--- src/rtl/burst_serial_receiver_pkg.sv ---
// rtl/burst_serial_receiver_pkg.sv - shared word width, bit counter width and receiver FSM states
package burst_serial_receiver_pkg;

  localparam int DATA_WIDTH_DEF = 16;
  localparam int BIT_CNT_W      = $clog2(DATA_WIDTH_DEF);

  typedef enum logic {
    IDLE  = 1'b0,
    SHIFT = 1'b1
  } rx_state_e;

endpackage

--- src/rtl/burst_serial_receiver_if.sv ---
// rtl/burst_serial_receiver_if.sv - serial input, word output and status bundle with master/slave views
interface burst_serial_receiver_if #(
  parameter int DATA_WIDTH = 16,
  parameter int BURST_LEN  = 4
);

  localparam int WCW = $clog2(BURST_LEN + 1);

  logic                  serial_in;
  logic                  serial_valid;
  logic                  end_of_transmission;
  logic [DATA_WIDTH-1:0] word_out;
  logic                  word_valid;
  logic                  word_ready;
  logic [WCW-1:0]        word_count;
  logic                  burst_done;
  logic                  frame_error;
  logic                  overflow;

  modport master (
    output serial_in, serial_valid, end_of_transmission, word_ready,
    input  word_out, word_valid, word_count, burst_done, frame_error, overflow
  );

  modport slave (
    input  serial_in, serial_valid, end_of_transmission, word_ready,
    output word_out, word_valid, word_count, burst_done, frame_error, overflow
  );

endinterface

--- src/rtl/burst_serial_receiver_sync_word_fifo.sv ---
// rtl/burst_serial_receiver_sync_word_fifo.sv - small first-word fall-through word FIFO
module sync_word_fifo #(
  parameter int DATA_WIDTH = 16,
  parameter int FIFO_DEPTH = 4
) (
  input  logic                  clk,
  input  logic                  rst,
  input  logic                  push,
  input  logic                  pop,
  input  logic [DATA_WIDTH-1:0] din,
  output logic                  full,
  output logic                  empty,
  output logic [DATA_WIDTH-1:0] dout
);

  localparam int PW = $clog2(FIFO_DEPTH);
  localparam logic [PW:0] DEPTH_C = FIFO_DEPTH[PW:0];

  logic [DATA_WIDTH-1:0] mem_q [FIFO_DEPTH];
  logic [DATA_WIDTH-1:0] mem_d [FIFO_DEPTH];
  logic [PW-1:0]         wr_ptr_q, wr_ptr_d, rd_ptr_q, rd_ptr_d;
  logic [PW:0]           count_q, count_d;
  logic                  do_push, do_pop;

  assign full    = (count_q == DEPTH_C);
  assign empty   = (count_q == '0);
  assign do_pop  = pop && !empty;
  // A full FIFO still accepts a word when the head leaves in the same cycle.
  assign do_push = push && (!full || do_pop);
  // Head reads as zero when empty so the output is clean after reset.
  assign dout    = empty ? '0 : mem_q[rd_ptr_q];

  // Next-state for storage, pointers and occupancy.
  always_comb begin
    mem_d    = mem_q;
    wr_ptr_d = wr_ptr_q;
    rd_ptr_d = rd_ptr_q;
    count_d  = count_q;
    if (do_push) begin
      mem_d[wr_ptr_q] = din;
      wr_ptr_d        = wr_ptr_q + 1'b1;
    end
    if (do_pop) begin
      rd_ptr_d = rd_ptr_q + 1'b1;
    end
    case ({do_push, do_pop})
      2'b10:   count_d = count_q + 1'b1;
      2'b01:   count_d = count_q - 1'b1;
      default: count_d = count_q;
    endcase
  end

  // FIFO state registers.
  always_ff @(posedge clk) begin
    if (rst) begin
      for (int i = 0; i < FIFO_DEPTH; i++) mem_q[i] <= '0;
      wr_ptr_q <= '0;
      rd_ptr_q <= '0;
      count_q  <= '0;
    end else begin
      mem_q    <= mem_d;
      wr_ptr_q <= wr_ptr_d;
      rd_ptr_q <= rd_ptr_d;
      count_q  <= count_d;
    end
  end

endmodule

--- src/rtl/burst_serial_receiver.sv ---
// rtl/burst_serial_receiver.sv - serial-to-word reassembly with framing check, burst counting and word FIFO
module burst_serial_receiver
  import burst_serial_receiver_pkg::*;
#(
  parameter int DATA_WIDTH = DATA_WIDTH_DEF,
  parameter int BURST_LEN  = 4,
  parameter int FIFO_DEPTH = 4
) (
  input logic                    clk,
  input logic                    rst,
  burst_serial_receiver_if.slave bus
);

  localparam int WCW = $clog2(BURST_LEN + 1);
  localparam logic [BIT_CNT_W-1:0] LAST_BIT = BIT_CNT_W'(DATA_WIDTH - 1);
  localparam logic [WCW-1:0]       LAST_WORD = WCW'(BURST_LEN - 1);

  rx_state_e             state_q, state_d;
  logic [BIT_CNT_W-1:0]  bit_cnt_q, bit_cnt_d;
  logic [DATA_WIDTH-2:0] shreg_q, shreg_d;
  logic [WCW-1:0]        word_count_q, word_count_d;
  logic                  burst_done_q, burst_done_d;
  logic                  frame_error_q, frame_error_d;
  logic                  overflow_q, overflow_d;

  logic                  push;
  logic [DATA_WIDTH-1:0] push_word;
  logic                  fifo_full, fifo_empty, pop;

  assign pop = !fifo_empty && bus.word_ready;

  // FSM next state, shifter, framing check and burst counting.
  always_comb begin
    state_d       = state_q;
    bit_cnt_d     = bit_cnt_q;
    shreg_d       = shreg_q;
    word_count_d  = word_count_q;
    burst_done_d  = 1'b0;
    frame_error_d = 1'b0;
    overflow_d    = overflow_q;
    push          = 1'b0;
    push_word     = {shreg_q, bus.serial_in};
    if (bus.serial_valid) begin
      if (bus.end_of_transmission != (bit_cnt_q == LAST_BIT)) begin
        // Marker on the wrong bit, or last bit without marker: drop the word.
        frame_error_d = 1'b1;
        bit_cnt_d     = '0;
        state_d       = IDLE;
      end else if (bus.end_of_transmission) begin
        push      = 1'b1;
        bit_cnt_d = '0;
        state_d   = IDLE;
        if (fifo_full && !pop) overflow_d = 1'b1;
        if (word_count_q == LAST_WORD) begin
          word_count_d = '0;
          burst_done_d = 1'b1;
        end else begin
          word_count_d = word_count_q + 1'b1;
        end
      end else begin
        shreg_d   = {shreg_q[DATA_WIDTH-3:0], bus.serial_in};
        bit_cnt_d = bit_cnt_q + 1'b1;
        state_d   = SHIFT;
      end
    end
  end

  // Receiver state registers.
  always_ff @(posedge clk) begin
    if (rst) begin
      state_q       <= IDLE;
      bit_cnt_q     <= '0;
      shreg_q       <= '0;
      word_count_q  <= '0;
      burst_done_q  <= 1'b0;
      frame_error_q <= 1'b0;
      overflow_q    <= 1'b0;
    end else begin
      state_q       <= state_d;
      bit_cnt_q     <= bit_cnt_d;
      shreg_q       <= shreg_d;
      word_count_q  <= word_count_d;
      burst_done_q  <= burst_done_d;
      frame_error_q <= frame_error_d;
      overflow_q    <= overflow_d;
    end
  end

  sync_word_fifo #(
    .DATA_WIDTH (DATA_WIDTH),
    .FIFO_DEPTH (FIFO_DEPTH)
  ) u_fifo (
    .clk   (clk),
    .rst   (rst),
    .push  (push),
    .pop   (pop),
    .din   (push_word),
    .full  (fifo_full),
    .empty (fifo_empty),
    .dout  (bus.word_out)
  );

  assign bus.word_valid  = !fifo_empty;
  assign bus.word_count  = word_count_q;
  assign bus.burst_done  = burst_done_q;
  assign bus.frame_error = frame_error_q;
  assign bus.overflow    = overflow_q;

endmodule

--- src/flat_wrapper.sv ---
// flat-port wrapper written by rule: the top's interface ports become plain ports
module burst_serial_receiver_flat import burst_serial_receiver_pkg::*;
#(
  parameter int DATA_WIDTH = DATA_WIDTH_DEF,
  parameter int BURST_LEN  = 4,
  parameter int FIFO_DEPTH = 4
)
  (clk, rst, bus_serial_in, bus_serial_valid, bus_end_of_transmission, bus_word_ready, bus_word_out, bus_word_valid, bus_word_count, bus_burst_done, bus_frame_error, bus_overflow);
  burst_serial_receiver_if #(.DATA_WIDTH(DATA_WIDTH), .BURST_LEN(BURST_LEN)) bus_i ();
  input logic clk;
  input logic rst;
  input wire logic [$bits(bus_i.serial_in)-1:0] bus_serial_in;
  input wire logic [$bits(bus_i.serial_valid)-1:0] bus_serial_valid;
  input wire logic [$bits(bus_i.end_of_transmission)-1:0] bus_end_of_transmission;
  input wire logic [$bits(bus_i.word_ready)-1:0] bus_word_ready;
  output wire logic [$bits(bus_i.word_out)-1:0] bus_word_out;
  output wire logic [$bits(bus_i.word_valid)-1:0] bus_word_valid;
  output wire logic [$bits(bus_i.word_count)-1:0] bus_word_count;
  output wire logic [$bits(bus_i.burst_done)-1:0] bus_burst_done;
  output wire logic [$bits(bus_i.frame_error)-1:0] bus_frame_error;
  output wire logic [$bits(bus_i.overflow)-1:0] bus_overflow;
  assign bus_i.serial_in = bus_serial_in;
  assign bus_i.serial_valid = bus_serial_valid;
  assign bus_i.end_of_transmission = bus_end_of_transmission;
  assign bus_i.word_ready = bus_word_ready;
  assign bus_word_out = bus_i.word_out;
  assign bus_word_valid = bus_i.word_valid;
  assign bus_word_count = bus_i.word_count;
  assign bus_burst_done = bus_i.burst_done;
  assign bus_frame_error = bus_i.frame_error;
  assign bus_overflow = bus_i.overflow;
  burst_serial_receiver #(.DATA_WIDTH(DATA_WIDTH), .BURST_LEN(BURST_LEN), .FIFO_DEPTH(FIFO_DEPTH)) u_core (.clk(clk), .rst(rst), .bus(bus_i));
endmodule
--- config.mk ---
export PLATFORM = sky130hd
export DESIGN_NAME = burst_serial_receiver_flat
export DESIGN_NICKNAME = d
export VERILOG_FILES = /design/src/rtl/burst_serial_receiver_pkg.sv /design/src/rtl/burst_serial_receiver_if.sv /design/src/rtl/burst_serial_receiver_sync_word_fifo.sv /design/src/rtl/burst_serial_receiver.sv /design/src/flat_wrapper.sv
export SDC_FILE = /design/constraint.sdc
export NUM_CORES = 1
export LEC_CHECK = 0
export ABC_AREA = 0
export CAP_MARGIN = 20
export CORE_AREA = 3 3 91 93
export DETAILED_ROUTE_END_ITERATION = 8
export DIE_AREA = 0 0 94 96
export PLACE_DENSITY = 0.75
export SYNTH_ARGS = -nofsm -noshare
export SYNTH_HDL_FRONTEND = slang
export SYNTH_SLANG_ARGS = --single-unit
--- constraint.sdc ---
create_clock -name clk -period 5.4 [get_ports clk]
set_clock_uncertainty 0.1 [all_clocks]
set_input_delay 1.08 -clock clk [delete_from_list [all_inputs] [get_ports clk]]
set_output_delay 1.08 -clock clk [all_outputs]
set_load 0.01 [all_outputs]
==> results of run 1 <==
cells in the mapped netlist, types with 2 or more instances:
master    count  area share (%)
a211oi_1      2            0.36
a21oi_1      20             2.4
and2_1       19             2.8
buf_12        4             1.9
buf_2         4            0.47
clkbuf_1     16             1.4
dfxtp_1      96              45
ha_1          8             2.4
inv_1         6            0.53
mux2i_1      65              15
mux4_2       16             8.5
nand2_1      40             3.6
nand3_1       4            0.47
nand3_4       4             1.7
nand4_1       2            0.30
nor2_1       77             6.8
nor2b_1       2            0.30
nor3_1        2            0.24
xnor2_1       2            0.41
xor2_1        4            0.83
stage by stage:
stage	power, mW	cell area (um^2)
after floorplan	0.7436	4224
after global placement	0.7532	4452
after detailed placement	0.7535	4452
after CTS	1.217	4651
after global routing	1.250	4678
final	1.208	4678
flip-flops by register name, indices dropped and copies added, names as in the netlist:
| name | cells |
|---|---|
| u_core.u_fifo.wr_ptr_q | 2 |
| u_core.u_fifo.mem_q | 64 |
| u_core.u_fifo.count_q | 3 |
| u_core.bus.burst_done | 1 |
| u_core.bus.overflow | 1 |
| u_core.bit_cnt_q | 4 |
| u_core.bus.frame_error | 1 |
| u_core.bus.word_count | 3 |
| u_core.u_fifo.rd_ptr_q | 2 |
| u_core.shreg_q | 15 |
routing by layer:
layer | vias up | GRT usage, % | routed length, um
met5 | - | 0 | 0
met4 | 0 | 5.897 | 91
met3 | 6 | 3.909 | 283
met2 | 48 | 31.99 | 3778
met1 | 1367 | 24.12 | 3729
li1 | 1430 | - | -
cells by family after synthesis:
| logic type | Yosys count | share of synthesized area [%] |
|---|---|---|
| fa+ha+maj | 9 | 2.844 |
| compound gates | 29 | 3.940 |
| flops | 96 | 45.50 |
| buf+inv | 33 | 4.858 |
| simple gates | 157 | 17.42 |
| xor+xnor | 6 | 1.244 |
| mux | 82 | 24.20 |
final timing paths:
check	start	to	slack [ns]	cells after the start
worst max register to register	u_core.bit_cnt_q[0]	u_core.u_fifo.count_q[2]	2.59	11
worst min-delay path	u_core.bus.overflow	u_core.bus.overflow	0.38	1
worst max-delay path	u_core.u_fifo.rd_ptr_q[1]	bus_word_out[15]	1.62	3
worst min register to register	u_core.bus.overflow	u_core.bus.overflow	0.38	1
worst max-delay path: stages, from the launching register on:
cell and delay, ns:
dfxtp_1 1.01, mux4_2 0.60, and2_1 0.17, clkdlybuf4s50_1 0.47
power by group through the flow:
stage	sequential (mW)	combinational, mW	clock, mW
6_report	0.710	0.0274	0.471
3_3_place_gp	0.726	0.0270	0
5_1_grt	0.710	0.0303	0.510
3_5_place_dp	0.726	0.0273	0
4_1_cts	0.710	0.0274	0.480
2_1_floorplan	0.726	0.0176	0
area by class of cell:
| type | count | area, um^2 |
|---|---|---|
| fillers | 675 | 2929 |
| well taps | 102 | 127.6 |
| repair buffers | 30 | 310.3 |
| multi-input cells | 283 | 2097 |
| clock inverters | 4 | 53.80 |
| flip-flops and latches | 96 | 1922 |
| clock buffers | 12 | 145.1 |
| inverters | 6 | 22.52 |
==> tab_implementation.tex, run 1 <==
\begin{tabular}{lr}
\hline
Metric & Value \\
\hline
\multicolumn{2}{l}{\textbf{Drt}} \\
Avg Vias per Cell & 5.349 \\
Total Wirelength & 7881 um \\
Antenna viol nets, final & 0 \\
Router iterations before antenna repair & 6 \\
Number of remaining DRC errors & 0 \\
Routed wirelength normalized by instance count & 14.79 um \\
Vias & 2851 \\
Count of routing violations after the opening detailed-route iteration & 127 \\
\multicolumn{2}{l}{\textbf{Synth}} \\
Warning count from the yosys run & 0 \\
Async S/R FF share, synth & 0\% \\
Number of enable flip-flop cells after synthesis & 0 \\
Net count after synthesis & 427 \\
Mean post-synth cell area & 10.25 um\^{}2 \\
Yosys cell types & 39 \\
Sequential cell area fraction in the yosys report & 45.50\% \\
Netlist Area Pre-Place & 4224 um\^{}2 \\
Synthesized instance count & 412 \\
Total of flip-flops plus latches after synthesis & 96 \\
Most used flip-flop cell after synthesis & dfxtp\_1 \\
\multicolumn{2}{l}{\textbf{Power}} \\
Sw power & 265.2 uW \\
Leakage & 2.121 nW \\
Portion of total power attributed to combinational logic & 2.3\% \\
Worst IR drop on VDD & 0.1408 mV \\
Cell Pwr Density & 258.3 nW/um\^{}2 \\
Power share of the sequential group & 58.7\% \\
Switching Fraction & 21.94\% \\
Clock share of power & 39.0\% \\
Design internal power & 943.2 uW \\
\multicolumn{2}{l}{\textbf{Floorplanning}} \\
Site Rows & 32 \\
Die area & 9024 um\^{}2 \\
Width of the chip & 94 um \\
Initial core utilization & 55.53\% \\
Core footprint & 7607 um\^{}2 \\
Height of the die & 96 um \\
Boundary pin count & 29 \\
\multicolumn{2}{l}{\textbf{Layout}} \\
Layout Area Growth over Synthesis & 10.75\% \\
Most common cell after layout, fill and taps aside & dfxtp\_1 \\
Fraction of final layout cells with drive strength greater than 1 & 9.281\% \\
Most frequent cells in the layout & dfxtp\_1, nor2\_1, mux2i\_1 \\
Number of antenna diodes & 0 \\
Final Non-Filler Cells & 533 \\
Final core utilization & 61.50\% \\
Net count reported at finish & 441 \\
\multicolumn{2}{l}{\textbf{STA}} \\
Final Cycle Share & 70.04\% \\
Final-report max-slew violation count & 0 \\
Unrepaired setup endpoints after global routing & no \\
Worst setup margin & 1.618 ns \\
Max-slew headroom & 31.33\% \\
Fin crit period & 3.782 ns \\
Final number of setup-violating endpoints & 0 \\
Achievable Freq & 264.4 MHz \\
Worst slew pin tran & 1.029 ns \\
Worst Hold Margin & 0.3797 ns \\
Final hold violations & 0 \\
Aggregate negative setup slack & 0 ns \\
\multicolumn{2}{l}{\textbf{Placement}} \\
Post-DP HPWL & 4787 um \\
IO buf count & 28 \\
Number of placed instances, taps included & 516 \\
Routability congestion estimate from global placement & 0.7159 \\
Placement Setup Slack & 1.622 ns \\
\multicolumn{2}{l}{\textbf{CTS}} \\
Number of buffers added by the clock tree synthesis step & 9 \\
Clock latency reported for the late side of the worst-skew pair & 0.35 ns \\
Number of setup buffers added after CTS & 0 \\
TritonCTS sink count & 96 \\
Hold buffers post-CTS & 0 \\
CTS-repair resized insts & 0 \\
TritonCTS clock tree & done \\
Master cell of the clock root buffer & clkbuf\_8 \\
Post-CTS clock slew at the launch and capture registers of the worst setup and hold paths & 0.09 ns \\
Number of levels the H-tree was split into & 3 \\
Clock Tree Buf Depth & 2 \\
\multicolumn{2}{l}{\textbf{Critical path}} \\
Data arrival time of the critical path & 2.60 ns \\
Critical Setup Path Class & register to output port \\
Critical path endpoint category & output port \\
Crit-path max FO & 17 \\
Element type at the critical path start & register \\
Required time reported for the critical path endpoint & 4.22 ns \\
\multicolumn{2}{l}{\textbf{Global route}} \\
Vias in the first global route & 2762 \\
Largest net degree at the start of global routing & 54 \\
First-pass GRT wire length & 13140 um \\
Total congestion overflow & 0 \\
Initial antenna violation count & 0 \\
GRT Total Usage & 18.81\% \\
\multicolumn{2}{l}{\textbf{Flow run}} \\
Number of violations of the max-capacitance limit & 0 \\
\multicolumn{2}{l}{\textbf{Hold path}} \\
Hold/Removal Path Class & register to register \\
\multicolumn{2}{l}{\textbf{Outcome}} \\
Outcome & complete, no violations \\
\hline
\end{tabular}
Note: power is estimated with default switching activity, not from simulation.
==> run 2: changes to the inputs <==
Clock period 5.4 ns to 3.6 ns, I/O delays scaled along.
==> run 2 against run 1 <==
  * Wire length rose by 0.80%
  * Sequential power grew 49%
  * Hold slack worse by 0.0014 ns
  * Utilization decreased by 0.099 points
  * Critical endpoint is now bus_word_out[1]
  * Largest power group unchanged
==> tab_implementation.tex, run 2 (same netlist as run 1, synthesis figures left out) <==
\begin{tabular}{lr}
\hline
Metric & Value \\
\hline
\multicolumn{2}{l}{\textbf{Power}} \\
Worst IR drop on VDD & 0.2776 mV \\
Cell Pwr Density & 375.9 nW/um\^{}2 \\
Leakage & 2.126 nW \\
\multicolumn{2}{l}{\textbf{STA}} \\
Final Cycle Share & 88.35\% \\
Final hold violations & 0 \\
Unrepaired setup endpoints after global routing & no \\
Worst Hold Margin & 0.3783 ns \\
Max-slew headroom & 39.79\% \\
Aggregate negative setup slack & 0 ns \\
Achievable Freq & 314.4 MHz \\
Final-report max-slew violation count & 0 \\
Fin crit period & 3.181 ns \\
Final number of setup-violating endpoints & 0 \\
Worst slew pin tran & 0.9031 ns \\
\multicolumn{2}{l}{\textbf{Global route}} \\
Total congestion overflow & 0 \\
GRT Total Usage & 19.00\% \\
Initial antenna violation count & 0 \\
Largest net degree at the start of global routing & 92 \\
Vias in the first global route & 2943 \\
First-pass GRT wire length & 13420 um \\
\multicolumn{2}{l}{\textbf{Layout}} \\
Biggest register & u\_core.u\_fifo.mem\_q \\
Most common cell after layout, fill and taps aside & dfxtp\_1 \\
Most frequent cells in the layout & dfxtp\_1, nor2\_1, mux2i\_1 \\
Reg area & 1922 um\^{}2 \\
Net count reported at finish & 445 \\
Post-route design area & 4671 um\^{}2 \\
Combined area of the multi-input logic cells & 2097 um\^{}2 \\
Fraction of final layout cells with drive strength greater than 1 & 10.34\% \\
Layout Area Growth over Synthesis & 10.57\% \\
Top Registers & u\_core.u\_fifo.mem\_q (64), u\_core.shreg\_q (15), u\_core.bit\_cnt\_q (4) \\
Filler cell count in the final layout & 622 \\
Max FFs per register & 64 \\
Number of antenna diodes & 0 \\
\multicolumn{2}{l}{\textbf{Placement}} \\
Placed instance area & 4489 um\^{}2 \\
Routability congestion estimate from global placement & 0.8166 \\
IO buf count & 28 \\
Post-DP HPWL & 5124 um \\
\multicolumn{2}{l}{\textbf{Floorplanning}} \\
Die area & 9024 um\^{}2 \\
Initial core utilization & 55.53\% \\
Boundary pin count & 29 \\
Width of the chip & 94 um \\
Site Rows & 32 \\
Core footprint & 7607 um\^{}2 \\
Height of the die & 96 um \\
\multicolumn{2}{l}{\textbf{Drt}} \\
Avg Vias per Cell & 5.436 \\
Vias & 2919 \\
Routed wirelength normalized by instance count & 14.79 um \\
Number of remaining DRC errors & 0 \\
Router iterations before antenna repair & 4 \\
Antenna viol nets, final & 0 \\
Total Wirelength & 7944 um \\
Count of routing violations after the opening detailed-route iteration & 140 \\
\multicolumn{2}{l}{\textbf{Flow run}} \\
Number of violations of the max-capacitance limit & 0 \\
\multicolumn{2}{l}{\textbf{CTS}} \\
Number of levels the H-tree was split into & 3 \\
TritonCTS clock tree & done \\
Hold buffers post-CTS & 0 \\
Master cell of the clock root buffer & clkbuf\_8 \\
TritonCTS sink count & 96 \\
CTS-repair resized insts & 0 \\
Number of setup buffers added after CTS & 0 \\
Clock Tree Buf Depth & 2 \\
Number of buffers added by the clock tree synthesis step & 9 \\
Post-CTS clock slew at the launch and capture registers of the worst setup and hold paths & 0.09 ns \\
Clock latency reported for the late side of the worst-skew pair & 0.36 ns \\
\multicolumn{2}{l}{\textbf{Critical path}} \\
Largest stage delay on the critical path & 0.72 ns \\
Critical Setup Path Class & register to output port \\
Buffers \& Inverters on Critical Path & 2 \\
Required time reported for the critical path endpoint & 2.78 ns \\
Crit-path max FO & 10 \\
Critical path endpoint category & output port \\
Cell type of the slowest stage on the worst timing path & dfxtp\_1 \\
Crit-path leading delay family & buffers and inverters \\
Crit-path cells & buf\_4 -> mux4\_2 -> and2\_1 -> clkdlybuf4s50\_1 \\
Data arrival time of the critical path & 2.36 ns \\
Element type at the critical path start & register \\
\multicolumn{2}{l}{\textbf{Outcome}} \\
Outcome & complete, no violations \\
\multicolumn{2}{l}{\textbf{Hold path}} \\
Hold/Removal Path Class & register to register \\
\hline
\end{tabular}
## run 2: path summary, 6_finish.rpt
| kind | from | slack [ns] | depth (start not counted) | end |
|---|---|---|---|---|
| hold / removal | u_core.bus.overflow | 0.38 | 1 | u_core.bus.overflow |
| setup / recovery | u_core.u_fifo.rd_ptr_q[1] | 0.42 | 4 | bus_word_out[1] |
| setup reg to reg | u_core.u_fifo.count_q[0] | 1.07 | 8 | u_core.u_fifo.count_q[2] |
| hold reg to reg | u_core.bus.overflow | 0.38 | 1 | u_core.bus.overflow |
## run 2: metal layers
layer / up-vias / track usage (%) / routed length (um)
li1: 1433 / - / -
met1: 1404 / 21.80 / 3435
met2: 71 / 34.30 / 3993
met3: 11 / 4.691 / 401
met4: 0 / 6.980 / 112
met5: - / 0 / 0
## run 2: area by class of cell
type / instances / share of cell area (%)
Tap cell: 102 / 2.732
Inverter: 6 / 0.4822
Sequential cell: 96 / 41.15
Timing Repair Buffer: 34 / 6.858
Clock buffer: 11 / 3.027
Multi-Input combinational cell: 283 / 44.90
Clock inverter: 5 / 0.8572
## run 2: metrics by stage
step / worst slack (ns) / utilization (%) / std cells / total power [mW]
finish: 0.4193 / 61.40 / 537 / 1.756
CTS: 0.3643 / 61.40 / 537 / 1.773
floorplan: 1.124 / - / 412 / 1.115
global route: 0.2904 / 61.40 / 537 / 1.815
global placement: 0.7138 / 59.01 / 521 / 1.130
detailed placement: 0.6255 / 59.01 / 521 / 1.130
## run 2: report_power, final
group | switching, mW | internal [mW]
combinational | 0.0301 | 0.0105
sequential | 0.00186 | 1.06
clock | 0.377 | 0.274
## run 2: worst register-to-register path: cells and delay by family (launching register included)
kind | cells | cell delay [ns]
and+or+nand+nor | 5 | 1.17
AOI/OAI and AO/OA | 2 | 0.24
adders and majority gates | 1 | 0.49
DFF | 1 | 0.38
==> run 3: changes to the inputs <==
Settings changed: CORE_AREA 3 3 91 93 to 3 3 117 74, DIE_AREA 0 0 94 96 to 0 0 120 77.
==> run 3 against run 2 <==
  * First-iteration DRC count grew 34%
  * Non-clock buffer count grew 1
  * Flip-flop and latch count is the same
  * Power grew 14%
  * Critical endpoint is now bus_word_out[14]
  * Largest cell class unchanged
  * Highest routed layer unchanged
==> tab_implementation.tex, run 3 (same netlist as run 1, synthesis figures left out) <==
\begin{tabular}{lr}
\hline
Metric & Value \\
\hline
\multicolumn{2}{l}{\textbf{Global route}} \\
GRT Total Usage & 20.06\% \\
Initial antenna violation count & 0 \\
First-pass GRT wire length & 14570 um \\
Vias in the first global route & 2878 \\
Largest net degree at the start of global routing & 48 \\
Total congestion overflow & 0 \\
\multicolumn{2}{l}{\textbf{Floorplanning}} \\
Boundary pin count & 29 \\
Width of the chip & 120 um \\
Height of the die & 77 um \\
Initial core utilization & 54.67\% \\
Site Rows & 25 \\
Core footprint & 7726 um\^{}2 \\
Die area & 9240 um\^{}2 \\
\multicolumn{2}{l}{\textbf{Critical path}} \\
Critical path endpoint category & output port \\
Critical Setup Path Class & register to output port \\
Reg2Reg Capture Point & u\_core.u\_fifo.count\_q[2] \\
Data arrival time of the critical path & 2.35 ns \\
Crit-path max FO & 7 \\
R2R setup slack & 1.07 ns \\
Required time reported for the critical path endpoint & 2.78 ns \\
Worst r2r src & u\_core.u\_fifo.count\_q[0] \\
Element type at the critical path start & register \\
Path depth of the worst reg2reg path & 8 \\
\multicolumn{2}{l}{\textbf{STA}} \\
Final hold violations & 0 \\
Worst setup margin & 0.4273 ns \\
Max-slew headroom & 51.70\% \\
Worst slew pin tran & 0.7246 ns \\
Fin crit period & 3.173 ns \\
Final-report max-slew violation count & 0 \\
Unrepaired setup endpoints after global routing & no \\
Achievable Freq & 315.2 MHz \\
Worst Hold Margin & 0.3697 ns \\
Final number of setup-violating endpoints & 0 \\
Aggregate negative setup slack & 0 ns \\
Final Cycle Share & 88.13\% \\
\multicolumn{2}{l}{\textbf{Drt}} \\
Avg Vias per Cell & 5.337 \\
Routed wirelength normalized by instance count & 15.69 um \\
Router iterations before antenna repair & 4 \\
Total Wirelength & 8522 um \\
Count of routing violations after the opening detailed-route iteration & 188 \\
Vias & 2898 \\
Number of remaining DRC errors & 0 \\
Antenna viol nets, final & 0 \\
Met3 wirelength from detailed routing & 434 um \\
Highest metal used & met4 \\
Met2 wirelength from detailed routing & 3727 um \\
Wire length on met1 & 4293 um \\
\multicolumn{2}{l}{\textbf{Power}} \\
Cell Pwr Density & 417.5 nW/um\^{}2 \\
Portion of total power attributed to combinational logic & 2.1\% \\
Leakage & 2.180 nW \\
Power, Total & 1.994 mW \\
Clock share of power & 44.4\% \\
Worst IR drop on VDD & 0.2742 mV \\
Design internal power & 1.560 mW \\
Switching Fraction & 21.76\% \\
Sw power & 434.0 uW \\
Power share of the sequential group & 53.4\% \\
\multicolumn{2}{l}{\textbf{CTS}} \\
Hold buffers post-CTS & 0 \\
CTS-repair resized insts & 0 \\
Clock latency reported for the late side of the worst-skew pair & 0.34 ns \\
Clock Tree Buf Depth & 2 \\
TritonCTS clock tree & done \\
Number of buffers added by the clock tree synthesis step & 9 \\
Post-CTS clock slew at the launch and capture registers of the worst setup and hold paths & 0.06 ns \\
TritonCTS sink count & 96 \\
Number of setup buffers added after CTS & 0 \\
Number of levels the H-tree was split into & 3 \\
Master cell of the clock root buffer & clkbuf\_16 \\
\multicolumn{2}{l}{\textbf{Layout}} \\
Net count reported at finish & 446 \\
Biggest register & u\_core.u\_fifo.mem\_q \\
Post-route design area & 4777 um\^{}2 \\
Most common cell after layout, fill and taps aside & dfxtp\_1 \\
Max FFs per register & 64 \\
Layout Area Growth over Synthesis & 13.09\% \\
Filler cell count in the final layout & 651 \\
Final core utilization & 61.83\% \\
Fraction of final layout cells with drive strength greater than 1 & 10.34\% \\
Top Registers & u\_core.u\_fifo.mem\_q (64), u\_core.shreg\_q (15), u\_core.bit\_cnt\_q (4) \\
Final Non-Filler Cells & 543 \\
Number of antenna diodes & 0 \\
Most frequent cells in the layout & dfxtp\_1, nor2\_1, mux2i\_1 \\
\multicolumn{2}{l}{\textbf{Placement}} \\
Post-DP HPWL & 5514 um \\
Placed instance area & 4504 um\^{}2 \\
Number of placed instances, taps included & 528 \\
IO buf count & 28 \\
Placement Setup Slack & 0.6477 ns \\
Routability congestion estimate from global placement & 0.8073 \\
\multicolumn{2}{l}{\textbf{Hold path}} \\
Number of stages on the worst hold path & 1 \\
Hold/Removal Path Class & register to register \\
Hold path start & u\_core.bus.overflow \\
Endpoint with the worst hold slack & u\_core.bus.overflow \\
\multicolumn{2}{l}{\textbf{Outcome}} \\
Outcome & complete, no violations \\
\multicolumn{2}{l}{\textbf{Flow run}} \\
Number of violations of the max-capacitance limit & 0 \\
\hline
\end{tabular}
[run 3: metal layers]
| layer | GRT usage, % | vias to the layer above |
|---|---|---|
| met1 | 28.12 | 1390 |
| met4 | 5.257 | 0 |
| li1 | - | 1438 |
| met2 | 29.64 | 62 |
| met3 | 6.927 | 8 |
| met5 | 0 | - |
[run 3: power groups by stage]
stage / combinational (mW) / sequential, mW / clock, mW
2_1_floorplan: 0.0263 / 1.09 / 0
3_3_place_gp: 0.0431 / 1.09 / 0
3_5_place_dp: 0.0427 / 1.09 / 0
4_1_cts: 0.0428 / 1.07 / 0.903
5_1_grt: 0.0476 / 1.06 / 0.953
6_report: 0.0428 / 1.07 / 0.886
[run 3: critical path: stages, from the launching register on]
cell and delay [ns]:
dfxtp_1 0.61, buf_4 0.26, mux4_2 0.51, and2_1 0.17, clkdlybuf4s50_1 0.47
[run 3: worst max-delay path by stage]
stage | startpoint | end
floorplan | bus_end_of_transmission | u_core.u_fifo.count_q[2]
global route | u_core.u_fifo.rd_ptr_q[1] | bus_word_out[15]
global placement | bus_word_ready | u_core.u_fifo.mem_q[5]
finish | u_core.u_fifo.rd_ptr_q[1] | bus_word_out[14]
CTS | u_core.u_fifo.rd_ptr_q[1] | bus_word_out[14]
detailed placement | bus_word_ready | u_core.u_fifo.mem_q[29]
[run 3: layout make-up]
class | instances | area [um^2] | area share [%]
clock buffer | 11 | 242.7 | 5.081
sequential | 96 | 1922 | 40.23
timing repair buffer | 35 | 327.8 | 6.862
inverter | 6 | 22.52 | 0.4715
clock inverter | 4 | 30.03 | 0.6286
tap | 108 | 135.1 | 2.829
multi-input combinational | 283 | 2097 | 43.90
